`src/rtl/temp_sensor_reader_pkg.sv`:
```
// Shared types and constants for the temperature front-end.
// FSM state encoding, default thresholds and the hysteresis rule.
package temp_sensor_reader_pkg;

  typedef enum logic [2:0] {
    S_WAIT  = 3'd0,
    S_SETUP = 3'd1,
    S_LOW   = 3'd2,
    S_HIGH  = 3'd3,
    S_LATCH = 3'd4
  } state_e;

  localparam logic [7:0] T28_DEFAULT = 8'd28;
  localparam logic [7:0] T30_DEFAULT = 8'd30;

  // Set at/above thr, clear once s+hyst drops below thr,
  // hold in between. 9-bit sum so large codes cannot wrap.
  function automatic logic hyst_flag(
    input logic [7:0] s,
    input logic [7:0] thr,
    input logic [7:0] hyst,
    input logic       cur
  );
    logic [8:0] sum;
    sum = {1'b0, s} + {1'b0, hyst};
    if (s >= thr)
      return 1'b1;
    else if (sum < {1'b0, thr})
      return 1'b0;
    else
      return cur;
  endfunction

endpackage

```
`src/rtl/temp_sensor_reader_sync_2ff.sv`:
```
// 1-bit two-flop synchronizer, async active-low reset to 0.
// Ports: clk, reset_n, d_i (async in), q_o (synchronized out).
module sync_2ff (
  input  logic clk,
  input  logic reset_n,
  input  logic d_i,
  output logic q_o
);

  logic meta_q;
  logic sync_q;

  always_ff @(posedge clk or negedge reset_n) begin
    if (!reset_n) begin
      meta_q <= 1'b0;
      sync_q <= 1'b0;
    end else begin
      meta_q <= d_i;
      sync_q <= meta_q;
    end
  end

  assign q_o = sync_q;

endmodule

```
`src/rtl/temp_sensor_reader.sv`:
```
// Serial ADC reader: periodic 8-bit conversions, sample output
// and hysteresis flags Temp_28/Temp_30 for the control FSM.
module temp_sensor_reader
  import temp_sensor_reader_pkg::*;
#(
  parameter int unsigned CLK_DIV    = 25,
  parameter int unsigned GAP_CYCLES = 1000,
  parameter logic [7:0]  T28_CODE   = T28_DEFAULT,
  parameter logic [7:0]  T30_CODE   = T30_DEFAULT,
  parameter logic [7:0]  HYST       = 8'd1
) (
  input  logic       clk,
  input  logic       reset_n,
  input  logic       adc_sdata,
  output logic       adc_cs_n,
  output logic       adc_sclk,
  output logic [7:0] temp,
  output logic       temp_valid,
  output logic       Temp_28,
  output logic       Temp_30
);

  localparam int unsigned PH_MAX =
    (GAP_CYCLES > CLK_DIV) ? GAP_CYCLES : CLK_DIV;
  localparam int unsigned PH_W = $clog2(PH_MAX);
  localparam logic [PH_W-1:0] GAP_LAST =
    PH_W'(GAP_CYCLES - 1);
  localparam logic [PH_W-1:0] DIV_LAST =
    PH_W'(CLK_DIV - 1);

  state_e          state_q, state_d;
  logic [PH_W-1:0] cnt_q, cnt_d;
  logic [2:0]      bit_q, bit_d;
  logic [7:0]      shift_q, shift_d;
  logic [7:0]      temp_q, temp_d;
  logic            valid_q, valid_d;
  logic            t28_q, t28_d;
  logic            t30_q, t30_d;
  logic            cs_n_q, cs_n_d;
  logic            sclk_q, sclk_d;
  logic            sdata_s;

  sync_2ff u_sync (
    .clk     (clk),
    .reset_n (reset_n),
    .d_i     (adc_sdata),
    .q_o     (sdata_s)
  );

  always_comb begin
    state_d = state_q;
    cnt_d   = cnt_q;
    bit_d   = bit_q;
    shift_d = shift_q;
    temp_d  = temp_q;
    valid_d = 1'b0;
    t28_d   = t28_q;
    t30_d   = t30_q;
    unique case (state_q)
      S_WAIT: begin
        if (cnt_q == GAP_LAST) begin
          state_d = S_SETUP;
          cnt_d   = '0;
        end else begin
          cnt_d = cnt_q + 1'b1;
        end
      end
      S_SETUP: begin
        if (cnt_q == DIV_LAST) begin
          state_d = S_LOW;
          cnt_d   = '0;
          bit_d   = 3'd7;
        end else begin
          cnt_d = cnt_q + 1'b1;
        end
      end
      S_LOW: begin
        if (cnt_q == DIV_LAST) begin
          state_d = S_HIGH;
          cnt_d   = '0;
        end else begin
          cnt_d = cnt_q + 1'b1;
        end
      end
      S_HIGH: begin
        if (cnt_q == DIV_LAST) begin
          // Sample late in the high phase so the synchronizer
          // has caught up with the bit driven before the edge.
          shift_d = {shift_q[6:0], sdata_s};
          cnt_d   = '0;
          if (bit_q == 3'd0) begin
            state_d = S_LATCH;
          end else begin
            bit_d   = bit_q - 1'b1;
            state_d = S_LOW;
          end
        end else begin
          cnt_d = cnt_q + 1'b1;
        end
      end
      S_LATCH: begin
        temp_d  = shift_q;
        valid_d = 1'b1;
        t28_d   = hyst_flag(shift_q, T28_CODE, HYST, t28_q);
        t30_d   = hyst_flag(shift_q, T30_CODE, HYST, t30_q);
        state_d = S_WAIT;
        cnt_d   = '0;
      end
      default: begin
        state_d = S_WAIT;
        cnt_d   = '0;
      end
    endcase
    // ADC pins are registered copies of the next state.
    cs_n_d = (state_d == S_WAIT) || (state_d == S_LATCH);
    sclk_d = (state_d == S_HIGH);
  end

  always_ff @(posedge clk or negedge reset_n) begin
    if (!reset_n) begin
      state_q <= S_WAIT;
      cnt_q   <= '0;
      bit_q   <= '0;
      shift_q <= '0;
      temp_q  <= '0;
      valid_q <= 1'b0;
      t28_q   <= 1'b0;
      t30_q   <= 1'b0;
      cs_n_q  <= 1'b1;
      sclk_q  <= 1'b0;
    end else begin
      state_q <= state_d;
      cnt_q   <= cnt_d;
      bit_q   <= bit_d;
      shift_q <= shift_d;
      temp_q  <= temp_d;
      valid_q <= valid_d;
      t28_q   <= t28_d;
      t30_q   <= t30_d;
      cs_n_q  <= cs_n_d;
      sclk_q  <= sclk_d;
    end
  end

  assign adc_cs_n   = cs_n_q;
  assign adc_sclk   = sclk_q;
  assign temp       = temp_q;
  assign temp_valid = valid_q;
  assign Temp_28    = t28_q;
  assign Temp_30    = t30_q;

endmodule

```
`config.mk`:
```
export PLATFORM = sky130hd
export DESIGN_NAME = temp_sensor_reader
export DESIGN_NICKNAME = d
export VERILOG_FILES = /design/src/rtl/temp_sensor_reader_pkg.sv /design/src/rtl/temp_sensor_reader_sync_2ff.sv /design/src/rtl/temp_sensor_reader.sv
export SDC_FILE = /design/constraint.sdc
export NUM_CORES = 1
export LEC_CHECK = 0
export ABC_CLOCK_PERIOD_IN_PS = 4800
export CAP_MARGIN = 0
export CORE_MARGIN = 2
export CORE_UTILIZATION = 40
export DETAILED_ROUTE_END_ITERATION = 7
export GPL_ROUTABILITY_DRIVEN = 0
export GPL_TIMING_DRIVEN = 0
export SYNTH_ARGS = -nofsm -noshare
export SYNTH_HDL_FRONTEND = slang
export SYNTH_SLANG_ARGS = --single-unit
```
`constraint.sdc`:
```
create_clock -name clk -period 4.8 [get_ports clk]
set_clock_uncertainty 0.15 [all_clocks]
set_input_delay 0.72 -clock clk [delete_from_list [all_inputs] [get_ports clk]]
set_output_delay 0.72 -clock clk [all_outputs]
set_load 0.1 [all_outputs]
```
# Word-level counts from Yosys, hierarchy flattened
# Cells that the tools add are included.
# totals
register_bits	39
word_cells	60
# op_classes
addsub	3
n_lt_le_gt_ge	4
n_eq_ne	11
muxes	18
reduce_logical	12
# op_table
op	n
3-bit 2-to-1 mux	8
10-bit 2-to-1 mux	2
10-bit case mux with 2 select lines	1
9-bit by 5-bit less-than comparator with 1-bit output, second input constant	2
8-bit by 5-bit >= comparator with 1-bit output, second input constant	2
3-bit case mux with 4 select lines	1
10-bit by 1-bit adder with 10-bit output, second input constant	1
10-bit equality test, second input constant	1
10-bit by 5-bit equality test with 1-bit output, second input constant	1
8-bit by 1-bit adder with 9-bit output, second input constant	1
3-bit by 2-bit equality test with 1-bit output, second input constant	3
3-bit logical NOT	3
3-bit equality test, second input constant	2
2-bit != test, second input constant	3
3-bit case mux with 2 select lines	1
2-bit AND reduction	3
2-bit nonzero test	3
1-bit 2-to-1 mux	5
4-bit AND reduction	1
3-bit by 1-bit equality test with 1-bit output, second input constant	1
3-bit OR reduction	1
3-bit by 1-bit subtractor with 3-bit output, second input constant	1
1-bit logical OR	1

# Logic depth before layout (Yosys ltp)
# depth
depth_word	6
mapped_depth	7

# Cells and area by module
# A second synthesis with hierarchy kept.
# unflattened
cells_unflattened	160
hier_area_um2	1863.0
# by_module_without_submodules
module	instances	cells_each	area_each_um2	seq_area_each_um2
temp_sensor_reader	1	158	1813.0	927.1
sync_2ff	1	2	50.0	50.0

# Worst setup path after synthesis
# No wires, ideal clock.
# synth_timing
kind	register to register
from	register cnt_q[2]
to	register shift_q[4]
setup_ns	0.125
arrival_ns	1.573
t_required_ns	4.525
setup_slack_ns	2.952
stages_incl_launch_ff	6
path_buffers	0
period_less_slack_ns	1.848
path_cell_list	dfrtp_1 > nor4_4 > nand4_4 > nor2_4 > nand3_4 > mux2_4
# synth_via
elab_chain_len	2
# synth_rtl
item	line	text
start: declaration	temp_sensor_reader.sv:32	logic [PH_W-1:0] cnt_q, cnt_d;
start signal: assignment	temp_sensor_reader.sv:133	cnt_q <= cnt_d;
10-bit by 5-bit equality test with 1-bit output	temp_sensor_reader.sv:86	if (cnt_q == DIV_LAST) begin
2-bit AND reduction (no line)	n/a	
end signal: assignment	temp_sensor_reader.sv:135	shift_q <= shift_d;
end: declaration	temp_sensor_reader.sv:34	logic [7:0] shift_q, shift_d;
# Every way passes these cells.
# A chain may end at the register's enable or synchronous reset.

# Final worst setup path
# layout_timing
from	register cs_n_q, in the netlist adc_cs_n
to	output port adc_cs_n
# layout_rtl
item	line	text
start: declaration	temp_sensor_reader.sv:39	logic cs_n_q, cs_n_d;
start signal: assignment	temp_sensor_reader.sv:140	cs_n_q <= cs_n_d;
end: declaration	temp_sensor_reader.sv:15	output logic adc_cs_n,
# No word-level cell between the ends.

==> out/qor.csv <==
stage,metric,value,unit
critical_path,cp_top_family,buffers and inverters,
floorplanning,die_w,72.2,um
critical_path,crit_end,adc_cs_n,
synthesis,synth_area_per_cell,11.6,sq um
grt,antenna_found_initial,0,
sta,maxSlewViolCount,0,
cells_and_area,insertedDiodeCount,0,
clocking,cts_buffers,5,
grt,grt_pass1_vias,1259,
status,status,completed,
clocking,root_buffer,clkbuf_8,
sta,finalSetupViolations,0,
power_and_ir_drop,power.density,264,nW/um^2
floorplanning,ios,16,
critical_path,crit_slowest_cell,clkdlybuf4s50_1,
min_path,hold_class,reg2reg,
synthesis,synth_nets,169,
synthesis,synth.cell_area,1860,sq um
power_and_ir_drop,clockPowerShare,41.3,%
cells_and_area,area_delta_synth_final,16.7,%
synthesis,synthFlopType,dfrtp_1,
critical_path,cp_num_cells,1,
synthesis,synth-seq-cells,39,
critical_path,rrSetupSlack,2.80,ns
sta,fmax,358,MHz
route,routedWlPerCell,14.1,um
synthesis,synthTopCellsByArea,"dfrtp_1 51%, mux2_4 5.6%, mux2_2 4.8%, ha_1 4.0%, nor2_1 3.8%",
critical_path,arrival,1.93,ns
sta,min_period_over_period,58.3,%
floorplanning,start_util,42.2,%
synthesis,synth_warnings,0,
route,via_per_inst,5.21,
clocking,cts_tree,yes,
power_and_ir_drop,p_sw_share,19.5,%
synthesis,synth_top_area_share,51.0,%
grt,overflow,0,
synthesis,synth_edf_count,0,
sta,setup_tns,0,ns
clocking,cts-hold-fix-buffers,0,
clocking,cts_setup_buffers,0,
synthesis,syn_inst,160,
power_and_ir_drop,comb_power_share,1.2,%
critical_path,worstSetupPathType,reg2out,
sta,hold_violations,0,
critical_path,cpPeakStageDelay,1.12,ns
critical_path,crit_required,3.93,ns
critical_path,worstRegToRegCells,5,
route,vias,1225,
cells_and_area,drive_gt1_share,17.5,%
synthesis,synth_area_leader_cell,dfrtp_1,
placement,portBuffers,15,
placement,dp_cells,227,
sta,tightest_slew,0.969,ns
floorplanning,dieArea,5220,sq um
synthesis,synth_seq_area_share,52.5,%
route,drtIter0Drc,36,
cells_and_area,stdcell_area,2170,sq um
sta,hold_slack,0.208,ns
sta,rsz0062_at_grt,no,
floorplanning,core,4410,sq um
grt,grt_max_degree,40,
route,drc_errors,0,
clocking,clkSlewWorstSetupHoldPaths,0.07,ns
critical_path,crit_buf_inv,1,
sta,post-route-min-period,2.80,ns
flow_run,cap_violations,0,
clocking,clock_path_buffers,2,
floorplanning,die_h,72.2,um
clocking,clock-sinks,39,
clocking,htreeDepth,2,
route,dr.pass1.iters,4,
critical_path,critPathLaunchType,register,
cells_and_area,nets,191,
sta,setup_ws,2.00,ns
critical_path,crit_fanout,1,
power_and_ir_drop,power_leakage,0.994,nW
floorplanning,rows,24,
critical_path,crit_start,adc_cs_n,
synthesis,ys_types,43,
placement,place_area,2070,sq um
clocking,cts-resized-gates,0,
cells_and_area,layoutNonFillerInstCount,235,
critical_path,path_cells,clkdlybuf4s50_1,
critical_path,timing.rr.start,cnt_q[2],
min_path,holdPathStages,0,
grt,grt_usage,14.5,%
critical_path,r2r-end,shift_q[0],
power_and_ir_drop,switching_power,0.000112,W
power_and_ir_drop,ir_drop,0.156,mV
critical_path,endpoint_kind,output port,
route,detail-route-antenna-nets,0,
synthesis,synthArstFlopShare,100,%
power_and_ir_drop,p_int,0.000461,W
placement,dp_hpwl,2360,um
placement,place_ws,2.31,ns
clocking,clk_latency,0.29,ns
sta,max-slew-margin-rel,35.2,%
route,routed_wl,3320,um
grt,grt_pass1_wl,5770,um
power_and_ir_drop,p_seq_share,57.5,%
-- how the worst min path moves through the flow --
stage	start	endpoint	slack [ns]
6_report	u_sync.meta_q	u_sync.q_o	0.21
5_1_grt	u_sync.meta_q	u_sync.q_o	0.22
4_1_cts	u_sync.meta_q	u_sync.q_o	0.21
3_5_place_dp	u_sync.meta_q	u_sync.q_o	0.20
3_3_place_gp	u_sync.meta_q	u_sync.q_o	0.18
2_1_floorplan	u_sync.meta_q	u_sync.q_o	0.18
-- cells by family after synthesis --
group	synth area share (%)
adders and majority gates	4.03
buffers and inverters	3.16
xor gates and xnor gates	4.70
AOI/OAI and AO/OA	5.71
and+or+nand+nor	18.9
muxes	11.0
DFF	52.5
-- worst reg2reg max path, cell delays in order, from the launching register on --
cell and delay, ns:
dfrtp_1 0.46, nor4_4 0.35, nand4_4 0.24, nor2_4 0.16, nand3_4 0.18, mux2_4 0.34
-- per-layer routing --
metal	track usage (%)	vias to the layer above	wire, um	share of wire, %
met1	18.0	611	1540	46
met4	7.13	0	46	1.4
li1	-	592	-	-
met2	23.1	16	1630	49
met5	0	-	0	0
met3	4.44	6	101	3.0
-- power groups by stage --
| stage | combinational, W | clock [W] | sequential, W |
|---|---|---|---|
| after floorplan | 0.0000000198 | 0 | 0.000336 |
| after global placement | 0.00000794 | 0 | 0.000336 |
| after detailed placement | 0.00000772 | 0 | 0.000336 |
| after CTS | 0.00000770 | 0.000249 | 0.000329 |
| after global routing | 0.00000862 | 0.000265 | 0.000329 |
| final | 0.00000707 | 0.000237 | 0.000330 |
-- state kept, by name (all words and copies together), names as in the netlist, 3 cells and up --
| signal | flops |
|---|---|
| temp | 8 |
| shift_q | 8 |
| state_q | 3 |
| bit_q | 3 |
| cnt_q | 10 |
-- cell usage after synthesis (all sizes together) (2+ instances only) --
cell / number
dfrtp: 38
and2: 2
o21ai: 3
a21oi: 4
nor3: 2
a31oi: 2
inv: 9
nor4: 2
ha: 6
nor3b: 3
xor2: 7
buf: 4
nand4: 4
o41ai: 2
nand2: 11
xnor2: 3
nor2b: 2
mux2: 15
nand3: 5
nor2: 20
and4: 2
-- metrics by stage --
stage	util, %	power (W)
6_report	49.2	0.000573
5_1_grt	49.2	0.000603
3_5_place_dp	47.0	0.000344
4_1_cts	49.2	0.000587
2_1_floorplan	-	0.000336
3_3_place_gp	47.1	0.000344
-- final cells by class --
cell class / instances / area [sq um]
buffer: 5 / 25.0
tap: 52 / 65.1
multi-input combinational: 107 / 827
clock buffer: 8 / 100
sequential: 39 / 977
fill: 395 / 2240
inverter: 9 / 33.8
timing repair buffer: 15 / 145
-- cells in the final DEF (no fill, tap or decap), drive strengths merged, types with 2 or more instances in the layout --
master and instances:
mux2 15, nor2 20, nor4 2, a31oi 2
nor2b 2, xor2 7, nand2 11, and4 2
inv 9, o21ai 3, dfrtp 38, xnor2 3
a21oi 4, o41ai 2, nor3b 3, nor3 2
clkbuf 9, and2 2, nand4 4, buf 5
clkdlybuf4s50 14, nand3 5, ha 6
No activity file was read; power rests on OpenSTA's default activity.
